File: src/rtl/conv_pkg.sv
// Shared definitions for the convolution bank controller and its phase sequencer.
package conv_pkg;

  // Phase codes as seen on {eop,sop}; IDLE keeps every bank write enable off.
  typedef enum logic [1:0] {
    PH_LOAD = 2'b00,
    PH_PROC = 2'b01,
    PH_OUT  = 2'b10,
    PH_IDLE = 2'b11
  } phase_e;

  localparam int DEF_N    = 2;
  localparam int DEF_ROWS = 16;

  function automatic int clog2(input int value);
    int w;
    w = 0;
    while ((1 << w) < value) w++;
    return w;
  endfunction

  // Bits needed to hold 0..maxVal, never less than one.
  function automatic int cntWidth(input int maxVal);
    int w;
    w = clog2(maxVal + 1);
    return (w < 1) ? 1 : w;
  endfunction

endpackage

File: src/rtl/conv_wrap_cnt.sv
// Modulo counter 0..MAX with enable, synchronous clear and a wrap flag.
module conv_wrap_cnt #(
  parameter int WIDTH = 4,
  parameter int MAX   = 15
) (
  input  logic             clk,
  input  logic             rst,
  input  logic             clr_i,
  input  logic             en_i,
  output logic [WIDTH-1:0] cnt_o,
  output logic             wrap_o
);

  logic [WIDTH-1:0] cnt_q, cnt_d;

  assign wrap_o = en_i && (cnt_q == WIDTH'(MAX));
  assign cnt_o  = cnt_q;

  // Clear wins over counting; an enabled count at MAX rolls back to zero.
  always_comb begin
    cnt_d = cnt_q;
    if (clr_i) begin
      cnt_d = '0;
    end else if (en_i) begin
      cnt_d = wrap_o ? '0 : cnt_q + 1'b1;
    end
  end

  // Count register, zeroed while rst is low.
  always_ff @(posedge clk or negedge rst) begin
    if (!rst) begin
      cnt_q <= '0;
    end else begin
      cnt_q <= cnt_d;
    end
  end

endmodule

File: src/rtl/conv_phase_seq.sv
// LOAD -> PROC -> OUT frame sequencer driving the bank controller phase inputs.
module conv_phase_seq
  import conv_pkg::*;
#(
  parameter int N           = DEF_N,
  parameter int ROWS        = DEF_ROWS,
  parameter int ADDR_W      = clog2(ROWS),
  parameter int PROC_CYCLES = ROWS + 4,
  parameter int CNT_W       = 16
) (
  input  logic              clk,
  input  logic              rst,
  input  logic              i_start,
  input  logic [CNT_W-1:0]  i_nblk,
  input  logic              i_in_valid,
  output logic              o_in_ready,
  output logic [ADDR_W-1:0] o_wr_addr,
  output logic              o_sop,
  output logic              o_eop,
  output logic              o_chblk,
  output logic [ADDR_W-1:0] o_rd_addr,
  output logic              o_out_valid,
  input  logic              i_out_ready,
  output logic              o_busy,
  output logic              o_done
);

  localparam int COL_W  = cntWidth(N + 1);
  localparam int PROC_W = cntWidth(PROC_CYCLES - 1);

  phase_e            state_q, state_d;
  logic              first_q, first_d;
  logic [CNT_W-1:0]  blkCnt_q, blkCnt_d;
  logic              chblk_q, chblk_d;
  logic              done_q, done_d;

  logic [ADDR_W-1:0] wrCnt, rdCnt;
  logic [COL_W-1:0]  colCnt;
  logic [PROC_W-1:0] procCnt;
  logic              wrWrap, rdWrap, colWrap, procWrap;
  logic              lastCol;
  logic              unusedCnt;

  // Row address of incoming words; each wrap is one completed column.
  conv_wrap_cnt #(.WIDTH(ADDR_W), .MAX(ROWS - 1)) uWrCnt (
    .clk    (clk),
    .rst    (rst),
    .clr_i  (state_q != PH_LOAD),
    .en_i   ((state_q == PH_LOAD) && i_in_valid),
    .cnt_o  (wrCnt),
    .wrap_o (wrWrap)
  );

  // Columns completed in the current round; wraps on the last of N+2.
  conv_wrap_cnt #(.WIDTH(COL_W), .MAX(N + 1)) uColCnt (
    .clk    (clk),
    .rst    (rst),
    .clr_i  (state_q != PH_LOAD),
    .en_i   (wrWrap),
    .cnt_o  (colCnt),
    .wrap_o (colWrap)
  );

  // Fixed-length PROC phase timer.
  conv_wrap_cnt #(.WIDTH(PROC_W), .MAX(PROC_CYCLES - 1)) uProcCnt (
    .clk    (clk),
    .rst    (rst),
    .clr_i  (state_q != PH_PROC),
    .en_i   (state_q == PH_PROC),
    .cnt_o  (procCnt),
    .wrap_o (procWrap)
  );

  // Output row address, advancing only on accepted transfers.
  conv_wrap_cnt #(.WIDTH(ADDR_W), .MAX(ROWS - N - 1)) uRdCnt (
    .clk    (clk),
    .rst    (rst),
    .clr_i  (state_q != PH_OUT),
    .en_i   ((state_q == PH_OUT) && i_out_ready),
    .cnt_o  (rdCnt),
    .wrap_o (rdWrap)
  );

  // Only the wrap flags of these two counters steer the FSM.
  assign unusedCnt = ^{colCnt, procCnt};

  // A first round loads all N+2 columns, later rounds just the one new column.
  assign lastCol = !first_q || colWrap;

  // Next-state logic; chblk and done are single-cycle strobes registered here.
  always_comb begin
    state_d  = state_q;
    first_d  = first_q;
    blkCnt_d = blkCnt_q;
    chblk_d  = 1'b0;
    done_d   = 1'b0;
    case (state_q)
      PH_IDLE: begin
        if (i_start) begin
          state_d  = PH_LOAD;
          blkCnt_d = (i_nblk == '0) ? CNT_W'(1) : i_nblk;
          first_d  = 1'b1;
        end
      end
      PH_LOAD: begin
        if (wrWrap) begin
          if (lastCol) begin
            state_d = PH_PROC;
            first_d = 1'b0;
          end else begin
            chblk_d = 1'b1;
          end
        end
      end
      PH_PROC: begin
        if (procWrap) begin
          state_d = PH_OUT;
        end
      end
      PH_OUT: begin
        if (rdWrap) begin
          blkCnt_d = blkCnt_q - 1'b1;
          if (blkCnt_q == CNT_W'(1)) begin
            state_d = PH_IDLE;
            done_d  = 1'b1;
          end else begin
            state_d = PH_LOAD;
            chblk_d = 1'b1;
          end
        end
      end
      default: state_d = PH_IDLE;
    endcase
  end

  // State and strobe registers; reset aborts any round in progress.
  always_ff @(posedge clk or negedge rst) begin
    if (!rst) begin
      state_q  <= PH_IDLE;
      first_q  <= 1'b0;
      blkCnt_q <= '0;
      chblk_q  <= 1'b0;
      done_q   <= 1'b0;
    end else begin
      state_q  <= state_d;
      first_q  <= first_d;
      blkCnt_q <= blkCnt_d;
      chblk_q  <= chblk_d;
      done_q   <= done_d;
    end
  end

  assign {o_eop, o_sop} = state_q;
  assign o_in_ready     = (state_q == PH_LOAD);
  assign o_out_valid    = (state_q == PH_OUT);
  assign o_busy         = (state_q != PH_IDLE);
  assign o_chblk        = chblk_q;
  assign o_done         = done_q;
  assign o_wr_addr      = wrCnt;
  assign o_rd_addr      = rdCnt;

endmodule

File: config.mk
export PLATFORM = sky130hd
export DESIGN_NAME = conv_phase_seq
export DESIGN_NICKNAME = d
export VERILOG_FILES = /design/src/rtl/conv_pkg.sv /design/src/rtl/conv_wrap_cnt.sv /design/src/rtl/conv_phase_seq.sv
export SDC_FILE = /design/constraint.sdc
export NUM_CORES = 1
export LEC_CHECK = 0
export ABC_AREA = 0
export CAP_MARGIN = 40
export CORE_MARGIN = 4
export CORE_UTILIZATION = 40
export DETAILED_ROUTE_END_ITERATION = 16
export GPL_TIMING_DRIVEN = 0
export PLACE_DENSITY = 0.63
export SYNTH_ARGS = -nofsm -noshare
export SYNTH_HDL_FRONTEND = slang
export SYNTH_SLANG_ARGS = --single-unit
File: constraint.sdc
create_clock -name clk -period 2.84 [get_ports clk]
set_input_delay 0.568 -clock clk [delete_from_list [all_inputs] [get_ports clk]]
set_output_delay 0.568 -clock clk [all_outputs]
set_load 0.02 [all_outputs]
=== Word-level counts from Yosys, hierarchy flattened ===
Cells that the tools add are included.

* Input port bits: 21
* Bits in registers: 36
* Word-level logic and storage cells: 85
* Output and inout bits: 15

* Add/sub/neg operators: 5
* Reduce and logical (&&, ||, !) cells: 20
* Multiplexer cells: 35
* Eq/ne operators: 16

{| class="wikitable"
|+ Operators by type and width
! cell !! number
|-
| two-way mux 16 bit || 3
|-
| case mux 16 bit (2 select lines) || 1
|-
| two-way mux 4 bit || 6
|-
| two-way mux 2 bit || 9
|-
| equality test 16 x 1 -> 1 bit, second input constant || 1
|-
| zero test 16 bit || 1
|-
| subtractor 16 x 1 -> 16 bit, second input constant || 1
|-
| two-way mux 5 bit || 3
|-
| nonzero test 2 bit || 7
|-
| two-way mux 1 bit || 10
|-
| adder 4 x 1 -> 4 bit, second input constant || 2
|-
| equality test 4 bit, second input constant || 2
|-
| != test 2 x 1 -> 1 bit, second input constant || 4
|-
| != test 2 bit, second input constant || 4
|-
| case mux 2 bit (4 select lines) || 1
|-
| equality test 2 bit, second input constant || 3
|-
| logical AND 1 bit || 6
|-
| adder 5 x 1 -> 5 bit, second input constant || 1
|-
| equality test 5 bit, second input constant || 1
|-
| AND reduction 5 bit || 1
|-
| case mux 1 bit (2 select lines) || 2
|-
| AND reduction 4 bit || 1
|-
| AND reduction 3 bit || 1
|-
| adder 2 x 1 -> 2 bit, second input constant || 1
|-
| 4 further kinds || 4
|}

=== Depth between registers and ports, before layout ===
Gate-level depths: netlist of the first run.

* Depth after elaboration: 8
* Mapped depth: 7

=== Hierarchy ===
Synthesis of the first run repeated with hierarchy kept, for this count alone.

* Cell total of the unflattened synthesis: 249
* Area total of the unflattened synthesis: 2229.6 um2

{| class="wikitable"
|+ Modules (own cells, without submodules)
! module !! cells each !! instances !! area each (um2) !! sequential area each (um2)
|-
| conv_phase_seq || 167 || 1 || 1426.4 || 528.0
|-
| conv_wrap_cnt at uProcCnt || 25 || 1 || 269.0 || 125.1
|-
| conv_wrap_cnt at uRdCnt || 26 || 1 || 222.7 || 100.1
|-
| conv_wrap_cnt at uWrCnt || 22 || 1 || 205.2 || 100.1
|-
| conv_wrap_cnt at uColCnt || 9 || 1 || 106.4 || 50.0
|}

=== Least setup slack after synthesis of the first run ===
No wires, ideal clock.

* Path kind: reg2out
* Start: register state_q[0]
* End: output o_out_valid
* Required time: 2.272 ns
* Buffers on the path: 2
* Data arrival time: 1.383 ns
* Path slack: 0.889 ns
* Cell stages (with the launch flop): 5
* Path through: dfstp_2 clkbuf_1 nand2b_1 inv_1 clkbuf_1

* Cells in the longest elaborated chain, start to end: 1

{| class="wikitable"
|+ Ends and longest elaborated chain
! what !! RTL line !! RTL
|-
| from (decl) || conv_phase_seq.sv:31 || <nowiki>phase_e state_q, state_d;</nowiki>
|-
| from (signal assigned) || conv_phase_seq.sv:145 || <nowiki>state_q <= state_d;</nowiki>
|-
| equality test 2 bit || conv_phase_seq.sv:155 || <nowiki>assign o_out_valid = (state_q == PH_OUT);</nowiki>
|-
| to (decl) || conv_phase_seq.sv:22 || <nowiki>output logic o_out_valid,</nowiki>
|}

No other way between the ends.

=== Final worst setup path of the first run ===
Ends and elaborated chain as after synthesis.

==> flow_metrics.env, run 1 <==
export IMPL_outcome="completed"
export IMPL_numCtsBuffers=5
export IMPL_yosysUniqueCellTypes=52
export IMPL_drv_slew=0
export IMPL_finClkSkew_ps=6.98
export IMPL_p_per_area_mw_per_mm2=702
export IMPL_worstPathCellList="clkbuf_1 -> nand2b_2 -> clkinvlp_4 -> clkdlybuf4s50_1"
export IMPL_grt_pass1_wl_microns=9420
export IMPL_ant_nets=0
export IMPL_critPathKind="flip-flop to output pin"
export IMPL_async_flop_share_pct=100
export IMPL_worst_pin_slew_ps=524
export IMPL_final_area_sq_mm=0.00270
export IMPL_period_share_pct=94.0
export IMPL_synth_seq_cells=36
export IMPL_yosysTopAreaCell="dfrtp_1"
export IMPL_slew_headroom_pct=64.8
export IMPL_avgViaCountPerCell=5.57
export IMPL_crit_slowest_cell="clkdlybuf4s50_1"
export IMPL_rsz0062_at_grt="false"
export IMPL_cts_hold_buf=0
export IMPL_syn_inst=236
export IMPL_fin_crit_ps=2670
export IMPL_synth_avg_cell_area_sq_um=9.01
export IMPL_cts_root_buffer="clkbuf_8"
export IMPL_cts_tree="built"
export IMPL_fmax_mhz=375
export IMPL_path_clk_slew_ps=80
export IMPL_ys_top_cells_by_area="dfrtp_1 40%, ha_1 4.1%, a21oi_1 4.0%"
export IMPL_yosysMostFrequentCell="dfrtp_1"
export IMPL_routed_wl_microns=5580
export IMPL_drive_gt1_share_pct=9.32
export IMPL_worstSetupStartpointType="flip-flop"
export IMPL_gp_congestion=0.805
export IMPL_drt_iter0_markers=97
export IMPL_clkSinkCount=36
export IMPL_layout_nets=306
export IMPL_synthFlopType="dfrtp_1"
export IMPL_max_stage_delay_ps=550
export IMPL_post_drt_wl_per_cell_microns=16.0
export IMPL_drt_pass1_iter_count=4
export IMPL_syn_nets=264
export IMPL_cts_max_level=2
export IMPL_core_area_sq_mm=0.00514
export IMPL_io_buffers=35
export IMPL_die_h_microns=80.9
export IMPL_postLayoutCoreUtil_pct=52.5
export IMPL_drv_cap=0
export IMPL_cp_end_kind="output pin"
export IMPL_fin_cells=349
export IMPL_yosysWarnings=0
export IMPL_grt_ovfl_total=0
export IMPL_netlist_area_leader_share_pct=40.0
export IMPL_required_ps=2270
export IMPL_grt_pass1_vias=1853
export IMPL_reg2regPathDepth=7
export IMPL_r2r_start="uRdCnt.cnt_o[1]$_DFFE_PN0P_"
export IMPL_die_area_sq_mm=0.00654
export IMPL_worst_path_max_fanout=10
export IMPL_dp_cells=342
export IMPL_synth_seq_area_share_pct=42.5
export IMPL_crit_arrival_ps=2100
export IMPL_crit_family="buffers and inverters"
export IMPL_reg2reg_slack_ps=500
export IMPL_grt_util_all_layers_pct=18.9
export IMPL_rr_endpoint="blkCnt_q[15]$_DFFE_PN0P_"
export IMPL_antenna_found_initial=0
export IMPL_clock_latency_ps=290
export IMPL_hold_class="input port to async pin"
export IMPL_placed_area_sq_mm=0.00258
export IMPL_fillers=533
export IMPL_multi_input_area_sq_mm=0.00112
export IMPL_finalHoldViolCount=0
export IMPL_drc_errors=0
export IMPL_num_vias=1944
export IMPL_synth_edf_count=0
export IMPL_area_growth_pct=26.8
export IMPL_grt_max_degree=25
export IMPL_start_util_pct=41.4
export IMPL_power_leakage_uw=0.00108
export IMPL_dpl_hpwl_microns=4050
export IMPL_clockBufferDepth=2
export IMPL_setup_viol=0
export IMPL_synth_area_sq_mm=0.00213
export IMPL_ios=36
export IMPL_critPathBufInv=3
export IMPL_ir_worst_vdd_mv=0.381
export IMPL_synth_common_cells="34 x dfrtp_1, 22 x nand2_1, 17 x a21oi_1, 16 x nor2_1, 11 x inv_1"
export IMPL_row_count=26
export IMPL_regArea_sq_um=903
export IMPL_diodes=0
export IMPL_dieWidth_microns=80.9
==> registers in the layout, indices dropped and copies added, names as in the netlist <==
register / flops
blkCnt_q: 16
uProcCnt.cnt_o: 5
uRdCnt.cnt_o: 4
uWrCnt.cnt_o: 4
state_q: 2
uColCnt.cnt_o: 2
first_q: 1
o_chblk: 1
o_done: 1
==> cells by family after synthesis <==
group | after synthesis | share of synthesized area (%)
buf+inv | 25 | 4.94
mux | 3 | 1.41
flops | 36 | 42.5
xor+xnor | 4 | 1.65
simple gates | 91 | 22.7
fa+ha+maj | 7 | 4.12
compound gates | 70 | 22.7
==> per-stage QoR <==
stage	TNS [ps]	setup slack, ps	hold WS, ps	total power, uW
final	0	170	160	1890
after global routing	0	37.7	166	2040
after CTS	0	29.5	168	1910
after detailed placement	0	2.98	458	1430
after global placement	-29.7	-15.1	459	1420
after floorplan	0	889	272	1170
==> layer usage <==
layer	global-route usage (%)	share of wire (%)
met5	0	0
met4	5.07	1.0
met3	4.10	4.8
met2	30.2	47
met1	25.7	47
==> worst max-delay path by stage <==
| stage | from | end | slack [ps] | cells after the start |
|---|---|---|---|---|
| final | state_q[0]$_DFFE_PN1P_ | o_out_valid | 170 | 4 |
| after global routing | state_q[0]$_DFFE_PN1P_ | o_out_valid | 40 | 4 |
| after CTS | state_q[0]$_DFFE_PN1P_ | o_in_ready | 30 | 5 |
| after detailed placement | i_out_ready | blkCnt_q[13]$_DFFE_PN0P_ | 3 | 6 |
| after global placement | i_out_ready | blkCnt_q[13]$_DFFE_PN0P_ | -20 | 6 |
| after floorplan | state_q[0]$_DFFE_PN1P_ | o_out_valid | 890 | 4 |
==> repair_timing <==
item / in CTS / in global routing
setup endpoints to repair: 1 / 2
gates resized for setup: 1 / 1
setup buffers: 1 / 0
==> placed cells by master (no fill, tap or decap), types with 3 or more instances in the layout <==
master,instances
a21oi_1,17
or4_1,3
xnor2_1,3
a22oi_1,3
ha_1,7
clkbuf_1,7
clkdlybuf4s50_1,34
nor3_1,6
and2_1,3
nand2b_1,3
inv_1,10
clkbuf_8,5
dfrtp_1,34
o21ai_0,5
o22ai_1,4
or3_1,4
nand3_1,9
buf_2,4
mux2i_1,3
nor2_1,16
nor4_1,5
a22o_1,4
o32ai_1,4
nand4_1,4
o211ai_1,3
o31ai_1,9
a31oi_1,6
nand2_1,22
==> power by group <==
part	internal, uW	switching [uW]
Combinational	334	408
Clock	260	202
Sequential	592	96.6
Total	1190	707
==> layout make-up <==
cell class | instances | area share (%)
tap | 70 | 3.25
timing repair buffer | 37 | 13.8
inverter | 11 | 1.67
multi-input combinational | 175 | 41.5
sequential | 36 | 33.5
clock buffer | 5 | 2.55
clock inverter | 3 | 1.58
buffer | 12 | 2.09
No activity file was read; power rests on OpenSTA's default activity.
==> run 2: changes to the inputs <==
--- a/config.mk
+++ b/config.mk
@@ -12,6 +12,7 @@
 export DETAILED_ROUTE_END_ITERATION = 16
 export GPL_TIMING_DRIVEN = 0
 export PLACE_DENSITY = 0.63
+export RECOVER_POWER = 50
 export SYNTH_ARGS = -nofsm -noshare
 export SYNTH_HDL_FRONTEND = slang
 export SYNTH_SLANG_ARGS = --single-unit
==> flow_metrics.env, run 2 (synthesis gave the netlist of run 1 again) <==
export IMPL_worst_path_max_fanout=10
export IMPL_power_leakage_uw=0.00107
export IMPL_core_area_sq_mm=0.00514
export IMPL_path_clk_slew_ps=80
export IMPL_highest_layer="met4"
export IMPL_rsz0062_at_grt="false"
export IMPL_fillers=537
export IMPL_crit_arrival_ps=2110
export IMPL_required_ps=2270
export IMPL_largest_reg_flops=16
export IMPL_clockBufferDepth=2
export IMPL_grt_ovfl_total=0
export IMPL_clock_latency_ps=290
export IMPL_cts_hold_buf=0
export IMPL_drt_met1_wl_microns=2690
export IMPL_slew_headroom_pct=8.50
export IMPL_outcome="completed"
export IMPL_drv_cap=0
export IMPL_finClkSkew_ps=6.46
export IMPL_grt_pass1_vias=1853
export IMPL_drt_pass1_iter_count=4
export IMPL_fin_tns_setup_ps=0
export IMPL_cts_root_buffer="clkbuf_8"
export IMPL_row_count=26
export IMPL_antenna_found_initial=0
export IMPL_finalHoldViolCount=0
export IMPL_worst_pin_slew_ps=1370
export IMPL_grt_max_degree=25
export IMPL_die_h_microns=80.9
export IMPL_worstSetupStartpointType="flip-flop"
export IMPL_drc_errors=0
export IMPL_ant_nets=0
export IMPL_drt_iter0_markers=97
export IMPL_start_util_pct=41.4
export IMPL_largest_register="blkCnt_q"
export IMPL_fin_crit_ps=2680
export IMPL_dp_cells=342
export IMPL_ir_worst_vdd_mv=0.382
export IMPL_grt_util_all_layers_pct=18.9
export IMPL_avgViaCountPerCell=5.56
export IMPL_area_growth_pct=26.0
export IMPL_dpl_hpwl_microns=4050
export IMPL_met3_length_microns=209
export IMPL_io_buffers=35
export IMPL_ios=36
export IMPL_cts_tree="built"
export IMPL_worst_hold_slack_ps=293
export IMPL_dieWidth_microns=80.9
export IMPL_setup_viol=0
export IMPL_postLayoutCoreUtil_pct=52.1
export IMPL_post_drt_wl_per_cell_microns=16.1
export IMPL_gp_congestion=0.805
export IMPL_drive_gt1_share_pct=8.24
export IMPL_cp_end_kind="output pin"
export IMPL_wl_met2_microns=2670
export IMPL_diodes=0
export IMPL_fin_cells=349
export IMPL_final_cell_mix="34 x dfrtp_1, 33 x clkdlybuf4s50_1, 22 x nand2_1"
export IMPL_layout_nets=306
export IMPL_numCtsBuffers=5
export IMPL_hold_class="input port to async pin"
export IMPL_cts_max_level=2
export IMPL_fmax_mhz=373
export IMPL_pre_cts_slack_ps=2.98
export IMPL_grt_pass1_wl_microns=9420
export IMPL_layout_setup_ws_ps=158
export IMPL_final_common_cell="dfrtp_1"
export IMPL_critPathKind="flip-flop to output pin"
export IMPL_reg2reg_slack_ps=460
export IMPL_p_per_area_mw_per_mm2=705
export IMPL_clkSinkCount=36
export IMPL_num_vias=1941
export IMPL_routed_wl_microns=5610
export IMPL_drv_slew=0
export IMPL_die_area_sq_mm=0.00654
export IMPL_period_share_pct=94.4
[run 2: changes by cell type in the layout (fill, tap and decap cells not counted)]
cell             delta
and2_1              -1
dfstp_2             -1
clkdlybuf4s50_1     -1
buf_12              -1
buf_2               -1
dlygate4sd3_1       +1
dfstp_1             +1
and2_0              +1
clkbuf_1            +2
[run 2: through the flow]
stage,total power [uW],cell area (sq um)
floorplan,1170,2130
global placement,1420,2560
detailed placement,1430,2580
CTS,1910,2700
global route,2040,2680
finish,1890,2680
[run 2: path summary, 6_finish.rpt]
| check | start | endpoint | cells past startpoint |
|---|---|---|---|
| hold reg to reg | uProcCnt.cnt_o[0]$_DFF_PN0_ | uProcCnt.cnt_o[0]$_DFF_PN0_ | 1 |
| min in group clk | uProcCnt.cnt_o[0]$_DFF_PN0_ | uProcCnt.cnt_o[0]$_DFF_PN0_ | 1 |
| setup reg to reg | uRdCnt.cnt_o[1]$_DFFE_PN0P_ | blkCnt_q[15]$_DFFE_PN0P_ | 7 |
| setup / recovery | state_q[0]$_DFFE_PN1P_ | o_out_valid | 4 |
| max in group asynchronous | rst | uRdCnt.cnt_o[0]$_DFFE_PN0P_ | 2 |
| hold / removal | rst | blkCnt_q[9]$_DFFE_PN0P_ | 1 |
[run 2: routing by layer]
metal	up-vias	GRT usage (%)
met2	34	30.2
met1	936	25.7
li1	969	-
met4	0	5.07
met3	2	4.10
met5	-	0
[run 2: repair_timing]
item / in CTS / in global routing
hold endpoints to repair: 0 / 0
gates resized for setup: 1 / 1
buffers inserted: 1 / 0
setup endpoints to repair: 1 / 2
[run 2: cell type report]
| cell class | count | area (sq um) | area share, % |
|---|---|---|---|
| buffer | 12 | 56.3 | 2.10 |
| timing repair buffer | 37 | 355 | 13.3 |
| multi-input combinational | 175 | 1120 | 41.8 |
| tap | 70 | 87.6 | 3.27 |
| inverter | 11 | 45.0 | 1.68 |
| clock buffer | 5 | 68.8 | 2.57 |
| clock inverter | 3 | 42.5 | 1.59 |
| sequential | 36 | 903 | 33.7 |
[run 2: where the power goes]
group | switching (uW) | internal (uW) | total (uW)
Sequential | 96.5 | 592 | 688
Clock | 202 | 260 | 462
Combinational | 409 | 331 | 740
Total | 707 | 1180 | 1890
[run 2: critical path, cell delays in order (launching register included)]
cell,delay (ps)
dfstp_1,540
clkbuf_1,300
nand2b_2,280
clkinvlp_4,150
clkdlybuf4s50_1,550
